## src/rtl/pong_bus_poller.sv

```systemverilog
// Host-side poller for the pong core: generates the game clock and output select,
// captures the four multiplexed bus values per frame and offers them on valid/ready.
// Optional build macro PONG_AUTOPADDLE_EN: right paddle command follows the ball.
module pong_bus_poller #(
    parameter int HALF_PERIOD   = 4,
    parameter int SETTLE_CYCLES = 2
) (
    input  logic       clk,
    input  logic       reset,
    input  logic       start,
    input  logic       game_reset_req,
    input  logic       left_cmd_in,
    input  logic       right_cmd_in,
    input  logic [7:0] bus_in,
    output logic       game_clk_out,
    output logic [1:0] sel_out,
    output logic       game_reset_out,
    output logic       left_cmd_out,
    output logic       right_cmd_out,
    output logic       busy,
    output logic       frame_valid,
    input  logic       frame_ready,
    output logic [7:0] ball_x,
    output logic [7:0] ball_y,
    output logic [7:0] left_y,
    output logic [7:0] right_y
);

    localparam int CNT_W = $clog2(HALF_PERIOD + 1);
    localparam logic [CNT_W-1:0] CNT_LAST = CNT_W'(HALF_PERIOD - 1);
    localparam logic [CNT_W-1:0] CNT_CAP  = CNT_W'(SETTLE_CYCLES - 1);

    typedef enum logic [1:0] {IDLE, LOW, HIGH, DONE} state_t;

    state_t           r_state;
    state_t           w_state_nxt;
    logic [CNT_W-1:0] r_cnt;
    logic [1:0]       r_idx;
    logic             r_pending;
    logic             r_game_clk;
    logic             r_game_reset;
    logic             r_left_cmd;
    logic             r_right_cmd;
    logic             r_busy;
    logic             r_valid;
    logic [7:0]       r_ball_x;
    logic [7:0]       r_ball_y;
    logic [7:0]       r_left_y;
    logic [7:0]       r_right_y;

    logic w_accept;
    logic w_phase_end;
    logic w_capture;
    logic w_right_cmd;

    assign w_accept    = (r_state == IDLE) && start && !r_valid;
    assign w_phase_end = (r_cnt == CNT_LAST);
    assign w_capture   = (r_state == HIGH) && (r_cnt == CNT_CAP);

`ifdef PONG_AUTOPADDLE_EN
    // Chase the ball using the previous frame's capture
    assign w_right_cmd = (r_ball_y > r_right_y);
`else
    assign w_right_cmd = right_cmd_in;
`endif

    always_comb begin
        w_state_nxt = r_state;
        case (r_state)
            IDLE: if (w_accept) w_state_nxt = LOW;
            LOW:  if (w_phase_end) w_state_nxt = HIGH;
            HIGH: if (w_phase_end) w_state_nxt = (r_idx == 2'd3) ? DONE : LOW;
            DONE: w_state_nxt = IDLE;
            default: w_state_nxt = IDLE;
        endcase
    end

    always_ff @(posedge clk) begin
        if (reset) begin
            r_state <= IDLE;
        end else begin
            r_state <= w_state_nxt;
        end
    end

    always_ff @(posedge clk) begin
        if (reset) begin
            r_cnt        <= '0;
            r_idx        <= 2'd0;
            r_pending    <= 1'b0;
            r_game_clk   <= 1'b0;
            r_game_reset <= 1'b0;
            r_left_cmd   <= 1'b0;
            r_right_cmd  <= 1'b0;
            r_busy       <= 1'b0;
            r_valid      <= 1'b0;
            r_ball_x     <= 8'd0;
            r_ball_y     <= 8'd0;
            r_left_y     <= 8'd0;
            r_right_y    <= 8'd0;
        end else begin
            r_game_clk <= (w_state_nxt == HIGH);

            if ((r_state == LOW || r_state == HIGH) && !w_phase_end)
                r_cnt <= r_cnt + 1'b1;
            else
                r_cnt <= '0;

            // A request in the accept cycle is consumed by that same frame
            if (w_accept)
                r_pending <= 1'b0;
            else if (game_reset_req)
                r_pending <= 1'b1;

            if (w_accept) begin
                r_idx        <= 2'd0;
                r_left_cmd   <= left_cmd_in;
                r_right_cmd  <= w_right_cmd;
                r_game_reset <= r_pending || game_reset_req;
                r_busy       <= 1'b1;
            end

            if (r_state == HIGH && w_phase_end && r_idx != 2'd3)
                r_idx <= r_idx + 2'd1;

            if (w_capture) begin
                case (r_idx)
                    2'd0: r_ball_x  <= bus_in;
                    2'd1: r_ball_y  <= bus_in;
                    2'd2: r_left_y  <= bus_in;
                    default: r_right_y <= bus_in;
                endcase
            end

            if (r_state == DONE) begin
                r_valid      <= 1'b1;
                r_busy       <= 1'b0;
                r_game_reset <= 1'b0;
            end else if (r_valid && frame_ready) begin
                r_valid <= 1'b0;
            end
        end
    end

    assign game_clk_out   = r_game_clk;
    assign sel_out        = r_idx;
    assign game_reset_out = r_game_reset;
    assign left_cmd_out   = r_left_cmd;
    assign right_cmd_out  = r_right_cmd;
    assign busy           = r_busy;
    assign frame_valid    = r_valid;
    assign ball_x         = r_ball_x;
    assign ball_y         = r_ball_y;
    assign left_y         = r_left_y;
    assign right_y        = r_right_y;

endmodule

```

## config.mk

```make
export PLATFORM = sky130hd
export DESIGN_NAME = pong_bus_poller
export DESIGN_NICKNAME = d
export VERILOG_FILES = /design/src/rtl/pong_bus_poller.sv
export SDC_FILE = /design/constraint.sdc
export NUM_CORES = 1
export LEC_CHECK = 0
export ABC_CLOCK_PERIOD_IN_PS = 5000
export BUFFER_PORTS_ARGS = -buffer_cell sky130_fd_sc_hd__buf_2
export CORE_MARGIN = 5
export CORE_UTILIZATION = 54
export DETAILED_ROUTE_END_ITERATION = 7
export GPL_ROUTABILITY_DRIVEN = 0
export GPL_TIMING_DRIVEN = 1
export HOLD_SLACK_MARGIN = 0.08
export PLACE_DENSITY_LB_ADDON = 0.05
export SETUP_SLACK_MARGIN = 0.3
export SLEW_MARGIN = 20
export SYNTH_ARGS = -nofsm -noshare
export SYNTH_HDL_FRONTEND = slang
export SYNTH_SLANG_ARGS = --single-unit
```

## constraint.sdc

```tcl
create_clock -name clk -period 5 [get_ports clk]
set_clock_uncertainty 0.05 [all_clocks]
set_input_delay 0.5 -clock clk [delete_from_list [all_inputs] [get_ports clk]]
set_output_delay 0.5 -clock clk [all_outputs]
set_load 0.02 [all_outputs]
```

After elaboration in Yosys (flattened, before gate mapping)
Cells that the tools add are included.
- output and inout port bits: 40
- input bits: 15
- logic and storage cells: 60
- register bits: 46
- multiplexer cells: 9
- bitwise logic cells: 2
- equality and inequality tests: 10
- reductions and logical operators: 23
- $add $sub $neg: 2
- operators by type and width (cell ; number):
    $mux 2 ; 6
    $eq 2x2->1 const B ; 5
    $pmux 2 s4 ; 1
    $reduce_and 2->1 ; 4
    $logic_and 1x1->1 ; 7
    $reduce_or 2->1 ; 3
    $eq 2x1->1 const B ; 2
    $logic_not 2->1 ; 2
    $reduce_bool 2->1 ; 2
    $add 3x1->3 const B ; 1
    $eq 3x1->1 const B ; 1
    $eq 3x2->1 const B ; 1
    $reduce_or 3->1 ; 1
    $add 2x1->2 const B ; 1
    $logic_not 1->1 ; 2
    $logic_or 1x1->1 ; 2
    $mux 1 ; 2
    $ne 2x2->1 const B ; 1
    $not 1->1 ; 2

Depth between registers and ports, before layout
Gate-level depths: netlist (run 1).
- depth after elaboration: 6
- mapped depth: 7
- mapped depth without buffers: 5

Worst setup path before layout (run 1)
OpenSTA, ideal clock, no wires.
- kind: register to register
- start: reg r_state[0]
- end: reg r_game_clk, in the netlist game_clk_out
- data arrival time: 1494 ps
- stages on the path, launching flop included: 6
- path buffers: 1
- data required time: 4847 ps
- setup time: 103 ps
- path slack: 3353 ps
- period minus slack after synthesis: 1647 ps
- cells stage by stage: dfxtp_1 inv_1 ha_1 buf_6 or3_1 a2111oi_2
- word-level cells in the longest chain between the ends: 6
- elaborated cells between the ends (all ways): 11
- those cells by class: eq/ne: 4; mux: 4; reduce/logical: 3
- RTL lines (item ; RTL line ; RTL):
    start: declaration ; 35 ; state_t r_state;
    start signal: assignment ; 82 ; r_state <= w_state_nxt;
    $logic_not 2->1 ; 56, 69 ;
    $logic_and 1x1->1 (2 in series) ; 56 ; assign w_accept = (r_state == IDLE) && start && !r_valid;
    $mux 2 ; 70 ; IDLE: if (w_accept) w_state_nxt = LOW;
    $pmux 2 s4 (*) ; 69 ; case (r_state)
    $eq 2x2->1 (*) ; 102 ; r_game_clk <= (w_state_nxt == HIGH);
    end signal: assignment ; 102 ;
    end: declaration ; 40 ; logic r_game_clk;
Every way passes the cells marked *; elsewhere a longest branch is shown, timed or not.
A chain may end at the register's enable or synchronous reset.

Final worst setup path (run 1)
Ends and elaborated chain as after synthesis.

==> flow_summary.ini, run 1 <==
[outcome]
status = complete, no violations

[cts]
cts_setup_buffers = 0
root_buffer = clkbuf_4
path_clk_slew_ns = 0.12
htree_levels = 2
cts_tree = yes
clockBufferDepth = 2
clk_latency_ns = 0.35
cts_made_buffers = 5
ctsHoldBuffers = 0
cts_sinks = 46
cts-resized-gates = 0

[synth]
ys_warn_count = 0
synth_cells = 221
syn-num-nets = 247
synth_compound_area_frac = 0.131
ys_seq_elements = 46
synth_top_family_by_area = simple AND/OR/NAND/NOR gates
netlist_area_um2 = 1860
synth_fa_ha_area_frac = 0.0741
muxShareOfSynthArea = 0
synth-xor-area-share = 0
syn_area_per_cell_um2 = 8.40
ys_seq_area_frac = 0.496
yosys.area_share.simple = 0.253
synth_cell_type_count = 26

[setup_path]
critPathTopFamily = flip-flops
crit_slowest_cell = dfxtp_1
critical_path_buf_inv_count = 1
endpoint_kind = flop
crit_arrival_ns = 1.99
crit_fanout = 13
required_ns = 5.21
crit_path_max_incr_delay_ns = 0.44
crit_path_cell_trace = inv_1 > ha_1 > or3_1 > a2111oi_2
crit_path_start_kind = flop
critical_path_class = reg2reg

[timing]
worst_pin_slew_ns = 0.775
max_slew_margin = 0.483
max_freq_mhz = 565
final_hold_viol_count = 0
min_period_ns = 1.77
setup_viol = 0
tns_ns = 0
slew_violations = 0
rsz0062_at_grt = no
finalCritPeriodShare = 0.354

[global_route]
grt_use_total = 0.185
antenna_found_initial = 0
grt_start_max_net_pins = 45
grt_pass1_wl_um = 6410
grt_pass1_vias = 1411
overflow = 0

[route]
drtIter0Drc = 84
routed_wl_um = 4040
drtAntennaViolNets = 0
vias = 1616
first_pass_iters = 4
routedWlPerCell_um = 12.7
post-route-drc-count = 0
drt-vias-per-instance = 5.10

[floorplanning]
die_area_um2 = 4710
boundaryPins = 55
die_h_um = 68.6
core-area_um2 = 3340
rows = 21
start_util = 0.556
chipWidth_um = 68.6

[layout]
fillCellCount = 316
layout.area.seq_um2 = 921
utilization = 0.655
num_antenna_cells = 0
layout-drive-gt1-share = 0.232
syn2layout_area_growth_pct = 17.7
final_common_cell = nand2_1
multi_input_area_um2 = 851
final_cell_mix = nand2_1, buf_2, dfxtp_1
nNetsFinal = 296

[power_and_ir_drop]
ir_drop_mv = 0.206
p_per_area_nw_per_um2 = 271
leakagePower_uw = 0.000929

[placement]
dp_hpwl_um = 2980
portBuffers = 54

[run]
maxCapViolCount = 0

[hold_path]
hp-class = in2reg
-- cell usage after synthesis, drive strengths merged --
cell / n / share of area
nand2: 68 / 0.14
dfxtp: 46 / 0.50
a21oi: 37 / 0.10
ha: 11 / 0.074
nor2: 8 / 0.016
inv: 7 / 0.014
buf: 6 / 0.020
clkbuf: 6 / 0.012
nand4b: 5 / 0.024
and4b: 4 / 0.022
nand2b: 3 / 0.010
nor3: 3 / 0.0081
a2111oi: 2 / 0.013
nand3: 2 / 0.0054
nand3b: 2 / 0.0081
nor2b: 2 / 0.0067
o21ai: 2 / 0.0054
a211oi: 1 / 0.0040
a2bb2oi: 1 / 0.0047
a31oi: 1 / 0.0034
and3b: 1 / 0.0047
or2: 1 / 0.0034
or3: 1 / 0.0034
or3b: 1 / 0.0047
-- power by group --
| group | internal, uW | switching, uW | total (uW) |
|---|---|---|---|
| Clock | 68.3 | 113 | 181 |
| Sequential | 371 | 2.85 | 374 |
| Combinational | 13.0 | 24.7 | 37.7 |
-- per-layer routing --
layer	GRT usage	up-vias	routed length, um
li1	-	832	-
met1	0.224	732	1790
met2	0.303	47	1860
met3	0.0600	5	310
met4	0.0744	0	67
met5	0	-	0
-- through the flow --
stage / hold slack (ns) / std cells / setup WS, ns / total power (uW) / area (um2)
floorplan: 0.371 / 221 / 3.35 / 404 / 1860
global route: 0.318 / 317 / 3.08 / 616 / 2190
finish: 0.316 / 317 / 3.23 / 592 / 2190
global placement: 0.385 / 309 / 3.32 / 419 / 2130
detailed placement: 0.393 / 309 / 3.27 / 420 / 2130
CTS: 0.301 / 317 / 3.24 / 598 / 2190
-- sequential cells by signal, summed over array words and instances, names as in the netlist --
name,cells
ball_x,8
ball_y,8
left_y,8
right_y,8
r_cnt,3
r_state,2
sel_out,2
busy,1
frame_valid,1
game_clk_out,1
game_reset_out,1
left_cmd_out,1
r_pending,1
right_cmd_out,1
-- area by class of cell --
| class | count | share of cell area |
|---|---|---|
| tap | 46 | 0.0263 |
| timing repair buffer | 54 | 0.124 |
| inverter | 7 | 0.0120 |
| sequential | 46 | 0.421 |
| multi-input combinational | 156 | 0.389 |
| clock inverter | 1 | 0.00229 |
| clock buffer | 7 | 0.0252 |
-- tightest hold or removal path: stages --
cell and delay, ns:
buf_2 0.09, nand2_1 0.04, a21oi_1 0.05
-- cells by family (layout without fill, tap and decap cells) --
group           after synthesis  count (layout)
compound gates               44              44
fa+ha+maj                    11              11
buf+inv                      19              69
flops                        46              46
simple gates                101             101
-- path summary, 6_finish.rpt --
check	to	slack, ns	depth (start not counted)	from
max	game_clk_out	3.23	4	r_state[0]
min	right_cmd_out	0.32	3	right_cmd_in
max reg2reg	game_clk_out	3.23	4	r_state[0]
min reg2reg	ball_y[0]	0.41	2	ball_y[0]
(Power assumes the default switching activity.)
==> run 2, diff against run 1 <==
--- a/config.mk
+++ b/config.mk
@@ -5,10 +5,10 @@
 export SDC_FILE = /design/constraint.sdc
 export NUM_CORES = 1
 export LEC_CHECK = 0
-export ABC_CLOCK_PERIOD_IN_PS = 5000
+export ABC_CLOCK_PERIOD_IN_PS = 1500
 export BUFFER_PORTS_ARGS = -buffer_cell sky130_fd_sc_hd__buf_2
 export CORE_MARGIN = 5
-export CORE_UTILIZATION = 54
+export CORE_UTILIZATION = 45
 export DETAILED_ROUTE_END_ITERATION = 7
 export GPL_ROUTABILITY_DRIVEN = 0
 export GPL_TIMING_DRIVEN = 1
==> constraint.sdc (replaced) <==
create_clock -name clk -period 1.5 [get_ports clk]
set_clock_uncertainty 0.05 [all_clocks]
set_input_delay 0.15 -clock clk [delete_from_list [all_inputs] [get_ports clk]]
set_output_delay 0.15 -clock clk [all_outputs]
set_load 0.02 [all_outputs]
==> flow_summary.ini, run 2 (synthesis results as in run 1) <==
[outcome]
status = complete, but fails checks
violations = setup timing

[cts]
htree_levels = 2
cts_tree = yes
clockBufferDepth = 2
clk_latency_ns = 0.30
path_clk_slew_ns = 0.09
cts_sinks = 46
cts_made_buffers = 5
root_buffer = clkbuf_8

[global_route]
grt_start_max_net_pins = 38
grt_use_total = 0.177
grt_pass1_vias = 1614
grt_pass1_wl_um = 7490
antenna_found_initial = 0
overflow = 0

[placement]
portBuffers = 54
dpl_worst_slack_ns = -0.0333
dpl.cell_count = 321
dp_hpwl_um = 3180

[setup_path]
endpoint_kind = flop
crit_path_start_kind = flop
r2r-end = game_clk_out
r2r_setup_slack_ns = -0.02
reg2reg_depth = 5
required_ns = 1.66
crit_arrival_ns = 1.68
r2r_start = r_state[0]
critical_path_class = reg2reg
crit_fanout = 6

[route]
drtAntennaViolNets = 0
drtIter0Drc = 127
drt-vias-per-instance = 5.13
first_pass_iters = 4
routedWlPerCell_um = 14.4
post-route-drc-count = 0
vias = 1785
routed_wl_um = 5010

[power_and_ir_drop]
p_per_area_nw_per_um2 = 863
ir_drop_mv = 0.726
leakagePower_uw = 0.00115

[timing]
final_hold_viol_count = 0
worst_pin_slew_ns = 0.337
min_period_ns = 1.52
max_slew_margin = 0.775
finalCritPeriodShare = 1.01
setup_viol = 1
max_freq_mhz = 659
slew_violations = 0
fin_ws_ns = -0.0166
rsz0062_at_grt = yes

[layout]
final_cell_mix = buf_2, dfxtp_1, nand2_1
layout-drive-gt1-share = 0.597
fillCellCount = 312
num_antenna_cells = 0
multi_input_area_um2 = 1240
stdcell_count = 348
nNetsFinal = 323
layout.area.seq_um2 = 936
final_common_cell = buf_2
syn2layout_area_growth_pct = 58.8

[floorplanning]
die_area_um2 = 5510
boundaryPins = 55
rows = 23
core-area_um2 = 4000
chipWidth_um = 74.2
die_h_um = 74.2
start_util = 0.464

[hold_path]
hp-class = in2reg
min_from = bus_in[0]
hold_path_end = ball_y[0]
hold_path_depth = 3

[run]
maxCapViolCount = 0
run 2: changes by cell type in the layout (fill, tap and decap cells not counted), sizes merged:
cell / delta
buf: +19
dlygate4sd3: +8
bufinv: +1
clkinv: -1
run 2: routing by layer:
metal	track usage	wire [um]
met1	0.205	2060
met2	0.304	2500
met3	0.0541	303
met4	0.0751	142
met5	0	0
run 2: worst max-delay path by stage:
| stage | to | slack (ns) | start | cells past startpoint |
|---|---|---|---|---|
| floorplan | game_clk_out | 0.04 | r_cnt[0] | 5 |
| global placement | game_clk_out | -0.004 | r_cnt[0] | 5 |
| detailed placement | game_clk_out | -0.03 | r_cnt[0] | 5 |
| CTS | game_clk_out | -0.009 | r_cnt[1] | 5 |
| global route | r_state[1] | -0.06 | r_cnt[1] | 6 |
| finish | game_clk_out | -0.02 | r_state[0] | 5 |
run 2: critical path, stage by stage (launching register included):
cell,delay (ns)
dfxtp_4,0.41
inv_4,0.06
ha_4,0.17
buf_6,0.13
or3_4,0.34
a2111oi_4,0.27
run 2: metrics by stage:
stage	hold slack (ns)	setup TNS (ns)	utilization	cell area [um2]	power (uW)
finish	0.0943	-0.0166	0.737	2950	2540
global route	0.102	-0.247	0.737	2950	2640
CTS	0.0855	-0.00855	0.647	2590	2510
detailed placement	0.347	-0.0333	0.561	2240	1410
global placement	0.349	-0.00413	0.561	2240	1410
floorplan	0.236	0	-	1920	1350
run 2: report_power, final:
part	total [uW]	internal (uW)	switching, uW
Combinational	232	101	132
Sequential	1250	1230	14.7
Clock	1070	643	422
Total	2540	1980	569
run 2: final cells by class:
cell class / count / share of cell area
timing repair buffer: 81 / 0.184
tap: 50 / 0.0212
sequential: 46 / 0.317
clock buffer: 7 / 0.0365
inverter: 7 / 0.00976
clock inverter: 1 / 0.0102
multi-input combinational: 156 / 0.421
run 2: timing repair:
action	4_1_cts	5_1_grt
hold buffers	8	0
pin swaps	21	23
buffers inserted	6	5
hold endpoints to repair	12	0
endpoints found under the setup margin	45	46
resized for setup	23	89
